`src/rtl/pipe_pkg.sv`:
```
// pipe_pkg
// Shared definitions for the pipeline stage register.
// The state encoding doubles as the held-beat count, so the stage can drive
// its occupancy output straight from the state register in either mode.
package pipe_pkg;

    typedef enum logic [1:0] {
        ST_EMPTY = 2'd0,
        ST_ONE   = 2'd1,
        ST_FULL  = 2'd2
    } pipe_state_e;

    localparam int unsigned PIPE_MAX_OCC = 2;

endpackage : pipe_pkg

```
`src/rtl/pipe_slot.sv`:
```
// pipe_slot
// WIDTH-bit payload register with load enable and synchronous active-low
// reset to RESET_VAL.
//
// Ports:
//   clock   in   rising-edge clock
//   reset   in   synchronous active-low reset
//   load_i  in   capture data_i at the next edge
//   data_i  in   WIDTH  payload to capture
//   data_o  out  WIDTH  held payload
module pipe_slot #(
    parameter int unsigned       WIDTH     = 32,
    parameter logic [WIDTH-1:0]  RESET_VAL = '0
) (
    input  logic             clock,
    input  logic             reset,
    input  logic             load_i,
    input  logic [WIDTH-1:0] data_i,
    output logic [WIDTH-1:0] data_o
);

    logic [WIDTH-1:0] data_q;
    logic [WIDTH-1:0] data_d;

    assign data_d = load_i ? data_i : data_q;

    always_ff @(posedge clock) begin
        if (!reset) begin
            data_q <= RESET_VAL;
        end else begin
            data_q <= data_d;
        end
    end

    assign data_o = data_q;

endmodule : pipe_slot

```
`src/rtl/pipe_stage_hs.sv`:
```
// pipe_stage_hs
// Pipeline stage register with valid/ready handshake and synchronous flush.
// SKID=1: two-entry skid buffer, in_ready decoded from the state register only.
// SKID=0: single register, in_ready passes out_ready through combinationally
//         (this out_ready -> in_ready path is the known critical path).
//
// State | meaning
// ------+--------------------------------------------------------------
// EMPTY | no beat held
// ONE   | one beat held in main, presented on out_data
// FULL  | main presented, second beat waiting in skid (SKID=1 only)
//
// Ports:
//   clock      in   rising-edge clock
//   reset      in   synchronous active-low reset
//   flush      in   squash all held beats
//   in_valid   in   upstream beat present
//   in_ready   out  stage accepts a beat this cycle
//   in_data    in   WIDTH  upstream payload
//   out_valid  out  out_data holds a valid beat
//   out_ready  in   downstream consumes the beat this cycle
//   out_data   out  WIDTH  payload to the next stage
//   occupancy  out  2  number of held beats
module pipe_stage_hs
    import pipe_pkg::*;
#(
    parameter int unsigned       WIDTH     = 32,
    parameter bit                SKID      = 1'b1,
    parameter logic [WIDTH-1:0]  RESET_VAL = '0
) (
    input  logic             clock,
    input  logic             reset,
    input  logic             flush,
    input  logic             in_valid,
    output logic             in_ready,
    input  logic [WIDTH-1:0] in_data,
    output logic             out_valid,
    input  logic             out_ready,
    output logic [WIDTH-1:0] out_data,
    output logic [1:0]       occupancy
);

    pipe_state_e      state_q;
    pipe_state_e      state_d;
    logic             accept;
    logic             rel;
    logic             main_load;
    logic             main_from_skid;
    logic             skid_load;
    logic [WIDTH-1:0] main_d;
    logic [WIDTH-1:0] skid_data;

    assign accept = in_valid && in_ready;
    assign rel    = out_valid && out_ready;

    always_comb begin
        if (SKID) begin
            in_ready = (state_q != ST_FULL);
        end else begin
            in_ready = (state_q == ST_EMPTY) || out_ready;
        end
    end

    // With SKID=0 the ONE state never sees accept-without-release, because
    // in_ready is low whenever the beat is stalled; FULL is unreachable.
    always_comb begin
        state_d        = state_q;
        main_load      = 1'b0;
        main_from_skid = 1'b0;
        skid_load      = 1'b0;
        if (flush) begin
            state_d = ST_EMPTY;
        end else begin
            case (state_q)
                ST_EMPTY: begin
                    if (accept) begin
                        state_d   = ST_ONE;
                        main_load = 1'b1;
                    end
                end
                ST_ONE: begin
                    if (accept && rel) begin
                        main_load = 1'b1;
                    end else if (accept) begin
                        state_d   = ST_FULL;
                        skid_load = 1'b1;
                    end else if (rel) begin
                        state_d = ST_EMPTY;
                    end
                end
                ST_FULL: begin
                    if (rel) begin
                        state_d        = ST_ONE;
                        main_load      = 1'b1;
                        main_from_skid = 1'b1;
                    end
                end
                default: begin
                    state_d = ST_EMPTY;
                end
            endcase
        end
    end

    always_ff @(posedge clock) begin
        if (!reset) begin
            state_q <= ST_EMPTY;
        end else begin
            state_q <= state_d;
        end
    end

    assign main_d = main_from_skid ? skid_data : in_data;

    pipe_slot #(
        .WIDTH     (WIDTH),
        .RESET_VAL (RESET_VAL)
    ) u_main (
        .clock  (clock),
        .reset  (reset),
        .load_i (main_load),
        .data_i (main_d),
        .data_o (out_data)
    );

    generate
        if (SKID) begin : g_skid
            pipe_slot #(
                .WIDTH     (WIDTH),
                .RESET_VAL (RESET_VAL)
            ) u_skid (
                .clock  (clock),
                .reset  (reset),
                .load_i (skid_load),
                .data_i (in_data),
                .data_o (skid_data)
            );
        end else begin : g_no_skid
            logic unused_skid_load;
            assign unused_skid_load = skid_load;
            assign skid_data        = RESET_VAL;
        end
    endgenerate

    assign out_valid = (state_q != ST_EMPTY);
    assign occupancy = state_q;

endmodule : pipe_stage_hs
```
`config.mk`:
```
export PLATFORM = sky130hd
export DESIGN_NAME = pipe_stage_hs
export DESIGN_NICKNAME = d
export VERILOG_FILES = /design/src/rtl/pipe_pkg.sv /design/src/rtl/pipe_slot.sv /design/src/rtl/pipe_stage_hs.sv
export SDC_FILE = /design/constraint.sdc
export NUM_CORES = 1
export LEC_CHECK = 0
export BUFFER_PORTS_ARGS = -buffer_cell sky130_fd_sc_hd__buf_2
export CAP_MARGIN = 20
export CORE_UTILIZATION = 45
export DETAILED_ROUTE_END_ITERATION = 16
export PLACE_DENSITY = 0.65
export SYNTH_ARGS = -nofsm -noshare
export SYNTH_HDL_FRONTEND = slang
export SYNTH_SLANG_ARGS = --single-unit
```
`constraint.sdc`:
```
create_clock -name clock -period 1.98 [get_ports clock]
set_clock_uncertainty 0.15 [all_clocks]
set_input_delay 0.495 -clock clock [delete_from_list [all_inputs] [get_ports clock]]
set_output_delay 0.495 -clock clock [all_outputs]
set_load 0.01 [all_outputs]
```
# After elaboration in Yosys (flattened, before gate mapping)

Index checks and enable logic that the tools add are counted.

Flip-flop bits (word level): 66
Input bits: 37
Output and inout port bits: 36

Eq/ne operators: 7
Mux-type cells: 17
Bitwise logic cells: 1
Reductions and logical operators: 7

Operator list:

| kind               | number |
|---|---|
| $mux 32            | 1 |
| $mux 2             | 5 |
| $mux 1             | 9 |
| $ne 2x2->1 const B | 4 |
| $pmux 2 s3         | 1 |
| $reduce_and 4->1   | 1 |
| $logic_and 1x1->1  | 3 |
| $ne 3x3->1 const B | 1 |
| $pmux 1 s3         | 1 |
| $eq 2x1->1 const B | 1 |
| $eq 2x2->1 const B | 1 |
| $logic_not 2->1    | 1 |
| $reduce_bool 2->1  | 1 |
| $reduce_or 2->1    | 1 |
| $not 1->1          | 1 |

# Longest topological paths before layout

Depth in word-level cells: 6
Gate-level depth with buffers: 6

# By module

Synthesis repeated with hierarchy kept, for this count alone.

Cells, all modules: 259
Area total of the unflattened synthesis: 3035.4 um^2

By module, submodules not included:

| module        | times used | cells each | area an instance (um^2) |
|---|---|---|---|
| pipe_slot     | 2          | 103        | 1243.7 |
| pipe_stage_hs | 1          | 53         | 548.0 |

# Worst setup path after synthesis

OpenSTA, ideal clock, no wires.

Path type: input to register
Start: in in_valid
End: reg u_main.data_q[0] (netlist: u_main.data_o[0])
Setup time: 0.091 ns
Arrival time: 1.398 ns
Data required time: 1.739 ns
Path slack: 0.341 ns
Stages on the path: 5
Cells stage by stage: buf_2 nor2b_1 a22o_1 buf_6 a311oi_1

Cells in the longest elaborated chain, start to end: 5

Ends and longest elaborated chain:

| item                  | line                | source |
|---|---|---|
| start, declared       | pipe_stage_hs.sv:34 | `input logic in_valid,` |
| $logic_and 1x1->1 (*) | pipe_stage_hs.sv:53 | `assign accept = in_valid && in_ready;` |
| $logic_and 1x1->1     | pipe_stage_hs.sv:82 | `if (accept && rel) begin` |
| $mux 1                | pipe_stage_hs.sv:82 |  |
| $pmux 1 s3 (*)        | pipe_stage_hs.sv:74 | `case (state_q)` |
| $mux 1 (*)            | pipe_stage_hs.sv:71 | `if (flush) begin` |
| end signal, assigned  | pipe_slot.sv:31     | `data_q <= data_d;` |
| end, declared         | pipe_slot.sv:22     | `logic [WIDTH-1:0] data_q;` |

Every way passes the cells marked *; elsewhere a longest branch is shown, timed or not.
A chain may end at the register's enable or synchronous reset.

# Worst setup path after layout

Start: reg state_q[0] (netlist: occupancy[0])
End: out out_valid

Cells in the longest elaborated chain, start to end: 1

Ends and longest elaborated chain:

| item                   | line                 | source |
|---|---|---|
| start, declared        | pipe_stage_hs.sv:43  | `pipe_state_e state_q;` |
| start signal, assigned | pipe_stage_hs.sv:109 | `state_q <= state_d;` |
| $reduce_bool 2->1      | pipe_stage_hs.sv:145 | `assign out_valid = (state_q != ST_EMPTY);` |
| end, declared          | pipe_stage_hs.sv:37  | `output logic out_valid,` |

Every way passes these cells.

==> summary.md <==
| Metric | Value |
|---|---|
| Crit-path cells | `or2_2 -> buf_2` |
| Clock sinks | `66` |
| Num ports | `between 70 and 80` |
| Largest net degree at the start of global routing | `65` |
| Commonest non-fill, non-tap cells in the layout | `buf_2 (72), dfxtp_1 (66), a311oi_1 (64), mux2i_1 (33), a21oi_1 (33)` |
| Initial antenna violation count | `0` |
| WS Path Type | `reg -> out` |
| Simple-gate area share of the yosys netlist | `0.0831` |
| Final HPWL DP | `slightly above 5000 um` |
| GRT overflow | `0` |
| Fin Setup TNS | `0 ps` |
| Compound-Gate Fraction of Synth Area | `0.296` |
| Violated checks | `DRC` |
| PwrDens | `roughly 780 mW/mm^2` |
| I/O Buffers | `72` |
| CTS Buffer Depth | `2` |
| CP max-delay cell | `dfxtp_1` |
| Peak supply drop | `368 uV` |
| Clock Latency Late Sink | `about 340 ps` |
| Synth Instances | `about 320` |
| TritonRoute pass-1 iters | `10` |
| Via count | `~2900` |
| Slew @ Worst Pin | `about 400 ps` |
| Cell class contributing the biggest share of worst-path delay | `flip-flops` |
| Register bit total from synthesis | `66` |
| Post-CTS Hold Fix Bufs | `0` |
| Top cell type's share of synthesized area | `0.428` |
| Synth area leaders | `dfxtp_1 (43%), a311oi_1 (18%), mux2i_1 (11%), a21oi_1 (5.4%), nand3_1 (5.2%)` |
| Area growth syn-to-layout | `20.1%` |
| Hold Crit Class | `in -> reg` |
| Count of final max-slew check failures | `0` |
| Layout filler cell count | `608` |
| Post-route DRC | `4` |
| Placer Congestion | `0.692` |
| Syn nets | `361` |
| CP endpoint kind | `primary output` |
| Die width | `between 80 and 90 um` |
| Die height | `around 85 um` |
| Max Fanout on Critical Path | `11` |
| Reg area | `between 0.001 and 0.0015 mm^2` |
| Startpoint types | `flip-flop` |
| Outcome | `complete, but fails checks` |
| Core Box Area | `0.00649 mm^2` |
| Area share of xor/xnor cells in the synthesized design | `0` |
| Clock slew at reported path FFs | `about 70 ps` |
| Placed instance area | `around 0.0035 mm^2` |
| # rows | `29` |
| Setup Fix Bufs, Post-CTS | `0` |
| Post-route cell area | `about 0.0037 mm^2` |
| Vias per cell | `roughly 6.3` |
| Pwr Total | `2.89 mW` |
| GRT Total Usage | `0.243` |
| Delay of the slowest critical-path stage | `~410 ps` |
| First-pass GRT wire length | `roughly 14000 um` |
| Library cells used by synthesis | `29` |
| Synth Area in Adders | `0` |
| Net total in the final layout | `420` |
| Cell taking the most area after synthesis | `dfxtp_1` |
| Vias in the first global route | `between 2000 and 3000` |
| Area of the multi-input gates | `about 0.0015 mm^2` |
| Final Hold Viols | `0` |
| Wire per inst | `roughly 18 um` |
| Final min period | `1840 ps` |
| H-tree levels | `3` |
| Post-Syn Area per Cell | `around 9.5 um^2` |
| Antenna diodes | `0` |
| RSZ-0062 raised after global routing | `no` |
| Detail Route Antenna Nets | `0` |
| CTS resizes | `0` |
| Maxcap violations | `0` |
| Initial drt markers | `277` |
| Crit path arrival time | `~1200 ps` |
| Slew headroom | `0.739` |
| Tcrit/Tclk final | `0.931` |
| Drt total wl | `8390 um` |
| Mux cell area share after synthesis | `0.107` |
| Post-synthesis cell area | `~0.0031 mm^2` |
| Largest family of logic cells by synthesized area | `compound AO/OA/AOI/OAI gates` |
| # setup viols final | `0` |
| Pleak | `between 1 and 1.5 nW` |
| Fmax | `542 MHz` |
| CTS buffer count | `9` |
| Root buffer cell | `clkbuf_8` |
| Req. time, crit path | `1330 ps` |
| Share of layout cells above drive strength 1 | `0.295` |
| CTS tree | `built` |
| Most common cell after layout, fill and taps aside | `buf_2` |
| WP buf/inv | `1` |
| Initial core utilization | `0.475` |
| Synthesis warning total | `0` |
| Die area | `between 0.007 and 0.008 mm^2` |
| Post-synthesis sequential area ratio | `0.428` |
[registers in the layout, indices dropped and copies added, names as in the netlist]
register	count
g_skid.u_skid.data_o	32
u_main.data_o	32
occupancy	2
[final timing paths]
path                            cells past startpoint                       end  slack (ps)                startpoint
worst min register to register                      2  g_skid.u_skid.data_o[30]         330  g_skid.u_skid.data_o[30]
worst max-delay path                                2                 out_valid         140              occupancy[0]
worst max register to register                      4         u_main.data_o[14]         230              occupancy[0]
worst min-delay path                                3  g_skid.u_skid.data_o[31]         260               in_data[31]
[cells in the mapped netlist]
master      n
nor2b_1     1
nand2b_1    2
clkbuf_1   26
a21oi_1    33
nand3_1    32
buf_1       1
nor2_1      2
o21ba_2     1
and4bb_1    1
and4bb_2    1
a211oi_1    1
buf_8       1
mux2i_1    33
or2_2       1
a22o_1      1
inv_2       1
buf_4       1
nand2_1     3
buf_6       4
dfxtp_1    66
buf_12      2
nand4bb_1   1
a311oi_1   64
buf_2      10
or3b_2      1
and2b_1     1
inv_1       1
o21ai_1     5
o21ai_0    27
[layer usage]
layer  vias to the layer above  GRT usage  part of all wire
met4                         0     0.0786             0.010
met2                       100      0.394              0.48
met3                         7     0.0545             0.060
met5                         -          0                 0
li1                       1392          -                 -
met1                      1411      0.323              0.45
[where the power goes]
group / internal [mW] / switching [mW]
combinational: 0.162 / 0.226
sequential: 1.38 / 0.0312
clock: 0.606 / 0.484
[cells by family (layout without fill, tap and decap cells)]
| logic type | count (synthesis) | after routing |
|---|---|---|
| AO/OA/AOI/OAI | 132 | 132 |
| multiplexers | 33 | 33 |
| buffers and inverters | 47 | 110 |
| flip-flops | 66 | 66 |
| AND/OR/NAND/NOR | 46 | 46 |
[per-stage QoR]
stage               std cells  setup WS [ps]  utilization  hold slack (ps)
floorplan                 324            341            -              304
global placement          449            160        0.542              309
detailed placement        449           92.9        0.542              317
CTS                       464            136        0.571              255
global route              464           83.9        0.571              256
finish                    464            136        0.571              262
[tightest hold or removal path, delay by kind of cell]
| kind | cells | cell delay, ps |
|---|---|---|
| buf+inv | 1 | 100 |
| simple gates | 1 | 50 |
| compound gates | 1 | 50 |
[final cells by class]
class                           count  area share
Inverter                            2     0.00202
Multi-Input combinational cell    211       0.406
Clock buffer                       12      0.0391
Sequential cell                    66       0.356
Timing Repair Buffer               93       0.160
Tap cell                           77      0.0260
Clock inverter                      3      0.0108
Note: power is estimated with default switching activity, not from simulation.
